<file path="src/rtl/weight_tile_buffer_if.sv">
// weight_tile_buffer_if: bundles the DMA write port, tile clear/status,
// load request/status and the row-stream handshake of weight_tile_buffer.
//   master : driven by the DMA / load controller / PE array side
//   slave  : the weight_tile_buffer itself
interface weight_tile_buffer_if #(
  parameter int DW    = 16,
  parameter int N     = 8,
  parameter int TILES = 2
);
  localparam int TW = $clog2(TILES);
  localparam int AW = $clog2(N*N);
  localparam int RW = AW/2;

  logic              wr_en;
  logic [TW-1:0]     wr_tile;
  logic [AW-1:0]     wr_addr;
  logic [DW-1:0]     wr_data;
  logic              wr_err;
  logic [TILES-1:0]  tile_clr;
  logic [TILES-1:0]  tile_valid;
  logic              load_req;
  logic [TW-1:0]     load_tile;
  logic              busy;
  logic              load_done;
  logic              load_err;
  logic              w_row_valid;
  logic              w_row_ready;
  logic [RW-1:0]     w_row_idx;
  logic [N*DW-1:0]   w_row_data;

  modport master (
    output wr_en, wr_tile, wr_addr, wr_data, tile_clr, load_req, load_tile, w_row_ready,
    input  wr_err, tile_valid, busy, load_done, load_err, w_row_valid, w_row_idx, w_row_data
  );

  modport slave (
    input  wr_en, wr_tile, wr_addr, wr_data, tile_clr, load_req, load_tile, w_row_ready,
    output wr_err, tile_valid, busy, load_done, load_err, w_row_valid, w_row_idx, w_row_data
  );
endinterface

</file>
<file path="src/rtl/weight_tile_buffer.sv">
// weight_tile_buffer: TILES-slot weight store for the NxN systolic array.
// DMA writes single words into any slot while a per-tile fill bitmap tracks
// which words are present; a full tile can be streamed out one row per cycle
// (row N-1 first, row 0 last) over a valid/ready handshake, so one slot can be
// refilled while another streams.
// Ports:
//   clk    : clock, rising edge
//   reset  : asynchronous, active-high; clears FSM, memory, bitmaps, outputs
//   bus    : weight_tile_buffer_if.slave (write port, tile_clr/tile_valid,
//            load_req/busy/load_done/load_err, row stream)
module weight_tile_buffer #(
  parameter int DW    = 16,
  parameter int N     = 8,
  parameter int TILES = 2
) (
  input  logic                  clk,
  input  logic                  reset,
  weight_tile_buffer_if.slave   bus
);
  localparam int TW    = $clog2(TILES);
  localparam int AW    = $clog2(N*N);
  localparam int RW    = AW/2;
  localparam int WORDS = N*N;

  localparam logic [0:0] S_IDLE   = 1'b0;
  localparam logic [0:0] S_STREAM = 1'b1;

  logic [TILES-1:0][WORDS-1:0][DW-1:0] mem_q;
  logic [TILES-1:0][WORDS-1:0]         bmp_q, bmp_d;
  logic [TILES-1:0]                    tv_q, tv_d;
  logic [0:0]                          state_q, state_d;
  logic [RW-1:0]                       row_q, row_d;
  logic [TW-1:0]                       tile_q, tile_d;
  logic                                wr_err_q, done_q, done_d, lerr_q, lerr_d;
  logic                                wr_drop, wr_ok;
  logic [N*DW-1:0]                     row_data;

  // The slot being streamed is frozen: writes to it are dropped so the rows
  // already committed to the array stay coherent.
  assign wr_drop = bus.wr_en && (state_q == S_STREAM) && (bus.wr_tile == tile_q);
  assign wr_ok   = bus.wr_en && !wr_drop;

  // Clear takes effect before a same-cycle write to the same tile.
  always_comb begin
    bmp_d = bmp_q;
    for (int t = 0; t < TILES; t++)
      if (bus.tile_clr[t]) bmp_d[t] = '0;
    if (wr_ok) bmp_d[bus.wr_tile][bus.wr_addr] = 1'b1;
  end

  always_comb begin
    for (int t = 0; t < TILES; t++) tv_d[t] = &bmp_q[t];
  end

  always_comb begin
    state_d = state_q;
    row_d   = row_q;
    tile_d  = tile_q;
    done_d  = 1'b0;
    lerr_d  = 1'b0;
    case (state_q)
      S_IDLE: begin
        if (bus.load_req) begin
          if (tv_q[bus.load_tile]) begin
            state_d = S_STREAM;
            row_d   = {RW{1'b1}};   // N-1, N is a power of two
            tile_d  = bus.load_tile;
          end else begin
            lerr_d = 1'b1;
          end
        end
      end
      default: begin
        if (bus.load_req) lerr_d = 1'b1;
        if (bus.w_row_ready) begin
          if (row_q == '0) begin
            state_d = S_IDLE;
            done_d  = 1'b1;
          end else begin
            row_d = row_q - RW'(1);
          end
        end
      end
    endcase
  end

  // Row word c lives at tile address {row, c}.
  always_comb begin
    row_data = '0;
    if (state_q == S_STREAM)
      for (int c = 0; c < N; c++)
        row_data[c*DW +: DW] = mem_q[tile_q][{row_q, c[RW-1:0]}];
  end

  always_ff @(posedge clk or posedge reset) begin
    if (reset) begin
      mem_q    <= '0;
      bmp_q    <= '0;
      tv_q     <= '0;
      state_q  <= S_IDLE;
      row_q    <= '0;
      tile_q   <= '0;
      wr_err_q <= 1'b0;
      done_q   <= 1'b0;
      lerr_q   <= 1'b0;
    end else begin
      if (wr_ok) mem_q[bus.wr_tile][bus.wr_addr] <= bus.wr_data;
      bmp_q    <= bmp_d;
      tv_q     <= tv_d;
      state_q  <= state_d;
      row_q    <= row_d;
      tile_q   <= tile_d;
      wr_err_q <= wr_drop;
      done_q   <= done_d;
      lerr_q   <= lerr_d;
    end
  end

  assign bus.wr_err      = wr_err_q;
  assign bus.tile_valid  = tv_q;
  assign bus.busy        = (state_q == S_STREAM);
  assign bus.load_done   = done_q;
  assign bus.load_err    = lerr_q;
  assign bus.w_row_valid = (state_q == S_STREAM);
  assign bus.w_row_idx   = row_q;
  assign bus.w_row_data  = row_data;
endmodule

</file>
<file path="src/flat_wrapper.sv">
// flat-port wrapper written by rule: the top's interface ports become plain ports
module weight_tile_buffer_flat 
#(
  parameter int DW    = 16,
  parameter int N     = 8,
  parameter int TILES = 2
)
  (clk, reset, bus_wr_en, bus_wr_tile, bus_wr_addr, bus_wr_data, bus_tile_clr, bus_load_req, bus_load_tile, bus_w_row_ready, bus_wr_err, bus_tile_valid, bus_busy, bus_load_done, bus_load_err, bus_w_row_valid, bus_w_row_idx, bus_w_row_data);
  weight_tile_buffer_if #(.DW(DW), .N(N), .TILES(TILES)) bus_i ();
  input  logic clk;
  input  logic reset;
  input wire logic [$bits(bus_i.wr_en)-1:0] bus_wr_en;
  input wire logic [$bits(bus_i.wr_tile)-1:0] bus_wr_tile;
  input wire logic [$bits(bus_i.wr_addr)-1:0] bus_wr_addr;
  input wire logic [$bits(bus_i.wr_data)-1:0] bus_wr_data;
  input wire logic [$bits(bus_i.tile_clr)-1:0] bus_tile_clr;
  input wire logic [$bits(bus_i.load_req)-1:0] bus_load_req;
  input wire logic [$bits(bus_i.load_tile)-1:0] bus_load_tile;
  input wire logic [$bits(bus_i.w_row_ready)-1:0] bus_w_row_ready;
  output wire logic [$bits(bus_i.wr_err)-1:0] bus_wr_err;
  output wire logic [$bits(bus_i.tile_valid)-1:0] bus_tile_valid;
  output wire logic [$bits(bus_i.busy)-1:0] bus_busy;
  output wire logic [$bits(bus_i.load_done)-1:0] bus_load_done;
  output wire logic [$bits(bus_i.load_err)-1:0] bus_load_err;
  output wire logic [$bits(bus_i.w_row_valid)-1:0] bus_w_row_valid;
  output wire logic [$bits(bus_i.w_row_idx)-1:0] bus_w_row_idx;
  output wire logic [$bits(bus_i.w_row_data)-1:0] bus_w_row_data;
  assign bus_i.wr_en = bus_wr_en;
  assign bus_i.wr_tile = bus_wr_tile;
  assign bus_i.wr_addr = bus_wr_addr;
  assign bus_i.wr_data = bus_wr_data;
  assign bus_i.tile_clr = bus_tile_clr;
  assign bus_i.load_req = bus_load_req;
  assign bus_i.load_tile = bus_load_tile;
  assign bus_i.w_row_ready = bus_w_row_ready;
  assign bus_wr_err = bus_i.wr_err;
  assign bus_tile_valid = bus_i.tile_valid;
  assign bus_busy = bus_i.busy;
  assign bus_load_done = bus_i.load_done;
  assign bus_load_err = bus_i.load_err;
  assign bus_w_row_valid = bus_i.w_row_valid;
  assign bus_w_row_idx = bus_i.w_row_idx;
  assign bus_w_row_data = bus_i.w_row_data;
  weight_tile_buffer #(.DW(DW), .N(N), .TILES(TILES)) u_core (.clk(clk), .reset(reset), .bus(bus_i));
endmodule
</file>
<file path="config.mk">
export PLATFORM = sky130hd
export DESIGN_NAME = weight_tile_buffer_flat
export DESIGN_NICKNAME = d
export VERILOG_FILES = /design/src/rtl/weight_tile_buffer_if.sv /design/src/rtl/weight_tile_buffer.sv /design/src/flat_wrapper.sv
export SDC_FILE = /design/constraint.sdc
export NUM_CORES = 2
export LEC_CHECK = 0
export BUFFER_PORTS_ARGS = -buffer_cell sky130_fd_sc_hd__buf_2
export CAP_MARGIN = 40
export CORE_MARGIN = 5
export CORE_UTILIZATION = 44
export CTS_CLUSTER_DIAMETER = 120
export DETAILED_ROUTE_END_ITERATION = 10
export GPL_TIMING_DRIVEN = 0
export SETUP_SLACK_MARGIN = 0.15
export SLEW_MARGIN = 20
export SYNTH_ARGS = -nofsm -noshare
export SYNTH_HDL_FRONTEND = slang
export SYNTH_SLANG_ARGS = --single-unit
export TNS_END_PERCENT = 30
</file>
<file path="constraint.sdc">
create_clock -name clk -period 85.3 [get_ports clk]
set_input_delay 12.795 -clock clk [delete_from_list [all_inputs] [get_ports clk]]
set_output_delay 12.795 -clock clk [all_outputs]
set_load 0.005 [all_outputs]
</file>
# == Word level (Yosys, flattened, before mapping) ==
# Index checks and enable logic that the tools add are counted.
# Widths: inputs -> output; s select.
# word_totals
regBits,2186
latch_bits,0
mem_bits_rw,0
rom_bits,0
inputBits,31
out_inout_bits,138
memories,0
# classes
addsub,1
n_mul,0
n_div,0
order_cmp,14
n_eq_ne,3
n_shift,0
n_mux,50
bitwise,2
n_reduce_logical,13
# op_table
cell,n
$mux 1024,3
$bwmux 2048,1
$demux 1024 s1,1
$bmux 16 s3,8
$mux 128,2
$mux 64,3
$mux 16,9
$or 128x128->128,1
$reduce_and 64->1,2
$demux 16 s6,1
$demux 64 s1,1
$lt 6x7->1 const B,9
$mux 1,15
$mux 3,5
$demux 1 s6,1
$ge 6x1->1 const B,1
$lt 1x2->1 const B,3
$logic_and 1x1->1,5
$ne 2x2->1 const B,2
$reduce_and 4->1,1
$reduce_bool 2->1,2
$logic_not 3->1,1
$reduce_and 3->1,1
$sub 3x1->3 const B,1
other kinds (4),4

# == Longest topological paths before layout ==
# logic_depth
depth_word,8
mapped_depth,9
depth_no_buf,5

# == Least setup slack after synthesis ==
# No wires, ideal clock.
# synth_timing
path_kind,reg-to-output
start,"register u_core.row_q[1], in the netlist u_core.bus.w_row_idx[1]"
end,output port bus_w_row_data[103]
t_arrival_ps,1960
required_time_ps,72505
path_slack_ps,70545
stages_incl_launch_ff,8
n_path_buf,4
path_cell_list,dfrtp_1 > clkbuf_1 > buf_2 > buf_1 > buf_2 > mux4_2 > o21ai_0 > nand2_1
# synth_via
elab_chain_cells,3
# synth_lines
element,line,source
from (decl),weight_tile_buffer.sv:32,"logic [RW-1:0] row_q, row_d;"
from (signal assigned),weight_tile_buffer.sv:111,row_q <= row_d;
$bmux 16 s3,weight_tile_buffer.sv:92,"row_data[c*DW +: DW] = mem_q[tile_q][{row_q, c[RW-1:0]}];"
$mux 16 (not written as such),weight_tile_buffer.sv:92,
$mux 128,weight_tile_buffer.sv:90,if (state_q == S_STREAM)
to (decl),flat_wrapper.sv:27,output wire logic [$bits(bus_i.w_row_data)-1:0] bus_w_row_data;
# No other way between the ends. The select of a mux whose other input is x is not followed.

# == Final worst setup path ==
# layout_timing
start,"register u_core.row_q[1], in the netlist u_core.bus.w_row_idx[1]"
end,output port bus_w_row_data[68]
# Same word-level chain as after synthesis.

==> results.toml <==
[outcome]
status = "finished, final reports clean"

[clock_network]
post_cts_resized = 0
cts.htree.levels = 4
post_cts_buffers = 0
hold_buffers = 0
clk_latency_ns = 0.91
cts_inserted_buffers = 225
path_clk_slew_ns = 0.06
max-clock-path-buffers = 3
cts_tree = "built"
clock-sinks = 2186
root_buffer = "clkbuf_16"

[sta]
finalSetupTns_ns = 0
relSlewSlack = 0.297
final_hold_viol_count = 0
holdWs_ns = 0.479
setup_viol = 0
slew_viol_final = 0
max_freq_mhz = 54.5
grt_setup_unrepaired = "no"
worstMarginPinSlew_ns = 1.05
clock_skew_ns = 0.0341
fin_crit_sh = 0.215
fin_crit_ns = 18.35

[worst_setup_path]
worstPathArrival_ns = 5.56
path_delay_family = "buffers and inverters"
rrSetupSlack_ns = 81.10
start_kind = "flop"
cpMaxStageDelayCell = "dfrtp_1"
critPathCaptureType = "primary output"
cp_max_fo = 10
required_ns = 72.50
path_cells = "clkbuf_1 -> buf_2 -> nor2_1 -> clkbuf_2 -> clkbuf_1 -> a22oi_1 -> nand2_1 -> o21ai_1 -> buf_2"
crit_buf_inv = 5
critPathMaxStageDelay_ns = 0.83
criticalPathCategory = "reg2out"

[logic_synthesis]
synth_nets = 7196
ys.flop_type = "dfrtp_1"
synth.distinct_cells = 49
netlist_area_um2 = 99500
syn-instance-count = 7163
ys_seq_area_frac = 0.550
synth_edf_count = 0
synth-seq-cells = 2186
async_flop_share = 1.00
syn_area_per_cell_um2 = 13.9
yosysWarnings = 0

[placement]
dp_hpwl_mm = 328
place.gp.congestion = 0.977
numPortBuffers = 151
placed_cell_area_um2 = 108000

[power]
p_leak_uw = 0.0539
cellPowerDensity_nw_per_um2 = 20.5
ir_worst_vdd_mv = 0.0213

[finish]
area_growth_pct = 16.1
nNetsFinal = 7850
fin_area_um2 = 116000
layout-drive-gt1-share = 0.417

[drt]
vias = 71010
via_per_inst = 6.42
wl_mm = 448
first_iter_violations = 9136
drtPass1Iterations = 6
wl_per_cell_um = 40.5
drc = 0
ant_nets = 0

[grt]
grt_max_degree = 109
grt_pass1_wl_mm = 599
grt_usage = 0.372
grt_antenna_before_repair = 78
gr-total-overflow = 0
grt_pass1_vias = 69775

[flow_run]
cap_viol_max_count = 0

[floorplan]
io_pins = 169
core_um2 = 225000
rows = 174
die_w_um = 486
die_area_um2 = 236000
start_util = 0.442
dieHeight_um = 486

[hold_path]
hold_class = "reg2reg"
## power breakdown
part / internal, uW / switching (uW) / leakage [uW]
registers: 1120 / 41.2 / 0.0298
clock network: 563 / 431 / 0.00361
logic: 94.1 / 125 / 0.0205
## flip-flops by register name (all words and copies together) (netlist names)
| register | cells |
|---|---|
| u_core.mem_q | 2048 |
| u_core.bmp_q | 128 |
| u_core.bus.w_row_idx | 3 |
| u_core.bus.tile_valid | 2 |
| u_core.bus.busy | 1 |
| u_core.bus.load_done | 1 |
| u_core.bus.load_err | 1 |
| u_core.bus.wr_err | 1 |
| u_core.tile_q | 1 |
## area by class of cell
| cell class | instances | area (um2) |
|---|---|---|
| Tap cell | 2992 | 3740 |
| Fill cell | 19299 | 109000 |
| Antenna cell | 76 | 190 |
| Sequential cell | 2186 | 54700 |
| Timing Repair Buffer | 427 | 4600 |
| Clock inverter | 47 | 480 |
| Clock buffer | 362 | 6840 |
| Buffer | 650 | 3050 |
| Multi-Input combinational cell | 4262 | 41700 |
| Inverter | 65 | 251 |
## cell families (layout without fill, tap and decap cells)
group,Yosys count,count (layout),synth area share
and+or+nand+nor,537,537,0.0297
muxes,3011,3011,0.339
DFF,2186,2186,0.550
adders and majority gates,2,2,0.000251
buffers and inverters,715,1551,0.0312
other,0,76,0
AOI/OAI and AO/OA,711,711,0.0496
xor gates and xnor gates,1,1,0.0000880
## stage by stage
step                      power (uW)  worst slack [ns]   util  cells
after detailed placement        1390             67.86  0.480  10563
after global placement          1370            -11.99  0.462  10306
final                           2370             66.95  0.514  11067
after CTS                       2370             66.91  0.512  10972
after global routing            2430             67.16  0.513  11009
after floorplan                 1300             10.74      -   7163
## metal layers
layer  vias up  part of all wire  global-route usage  routed length, um
li1      27404                 -                   -                  -
met1     37882              0.38               0.475             171000
met2      4486              0.42               0.527             189000
met3      1226              0.11               0.130              51200
met4        12             0.083               0.265              37200
met5         -           0.00033             0.00242                146
## Yosys cell counts, types with 5 or more instances
master / n / area (um2)
nor3_4: 9 / 146
o21ai_0: 188 / 941
buf_6: 20 / 225
and3b_1: 6 / 52.6
mux2_4: 72 / 1080
nand3_1: 108 / 541
mux2_2: 1962 / 22100
o2111ai_1: 34 / 298
nor2_2: 50 / 313
buf_1: 42 / 158
nor2_4: 8 / 90.1
a221oi_1: 29 / 254
nor3b_1: 6 / 45.0
buf_2: 152 / 761
nand3b_1: 6 / 45.0
nand2_2: 35 / 219
nand2_1: 204 / 766
or3b_2: 5 / 43.8
mux4_2: 63 / 1420
inv_1: 62 / 233
nor2_1: 16 / 60.1
a21o_1: 69 / 518
nand4_1: 32 / 200
mux2_1: 15 / 169
nor2b_1: 6 / 37.5
buf_4: 22 / 165
nor4_1: 8 / 50.1
mux2i_1: 899 / 9000
dfrtp_1: 2186 / 54700
a22oi_1: 387 / 2910
nand2_4: 18 / 203
clkbuf_1: 414 / 1550
## placed cells by master, fill, tap and decap left out, types with 72 or more instances in the layout
| cell type | netlist | layout |
|---|---|---|
| o21ai_0 | 188 | 179 |
| nand2_1 | 204 | 204 |
| clkbuf_16 | 0 | 230 |
| mux2_4 | 72 | 72 |
| a22oi_1 | 387 | 387 |
| mux2_2 | 1962 | 1962 |
| clkbuf_1 | 414 | 350 |
| diode_2 | 0 | 76 |
| clkbuf_2 | 0 | 137 |
| buf_2 | 152 | 340 |
| nand3_1 | 108 | 108 |
| dfrtp_1 | 2186 | 2186 |
| buf_6 | 20 | 171 |
| mux2i_1 | 899 | 899 |
## final timing paths
check | endpoint | startpoint | depth (start not counted)
worst max-delay path | bus_w_row_data[68] | u_core.bus.w_row_idx[1]$_DFFE_PP0P_ | 9
worst min-delay path | u_core.bmp_q[126]$_DFF_PP0_ | u_core.bmp_q[126]$_DFF_PP0_ | 1
worst max register to register | u_core.bus.w_row_idx[0]$_DFFE_PP0P_ | u_core.bus.w_row_idx[1]$_DFFE_PP0P_ | 9
worst min register to register | u_core.bmp_q[126]$_DFF_PP0_ | u_core.bmp_q[126]$_DFF_PP0_ | 1
max in group asynchronous | u_core.mem_q[662]$_DFFE_PP0P_ | reset | 7
min in group asynchronous | u_core.mem_q[1277]$_DFFE_PP0P_ | reset | 2
No activity file was read; power rests on OpenSTA's default activity.
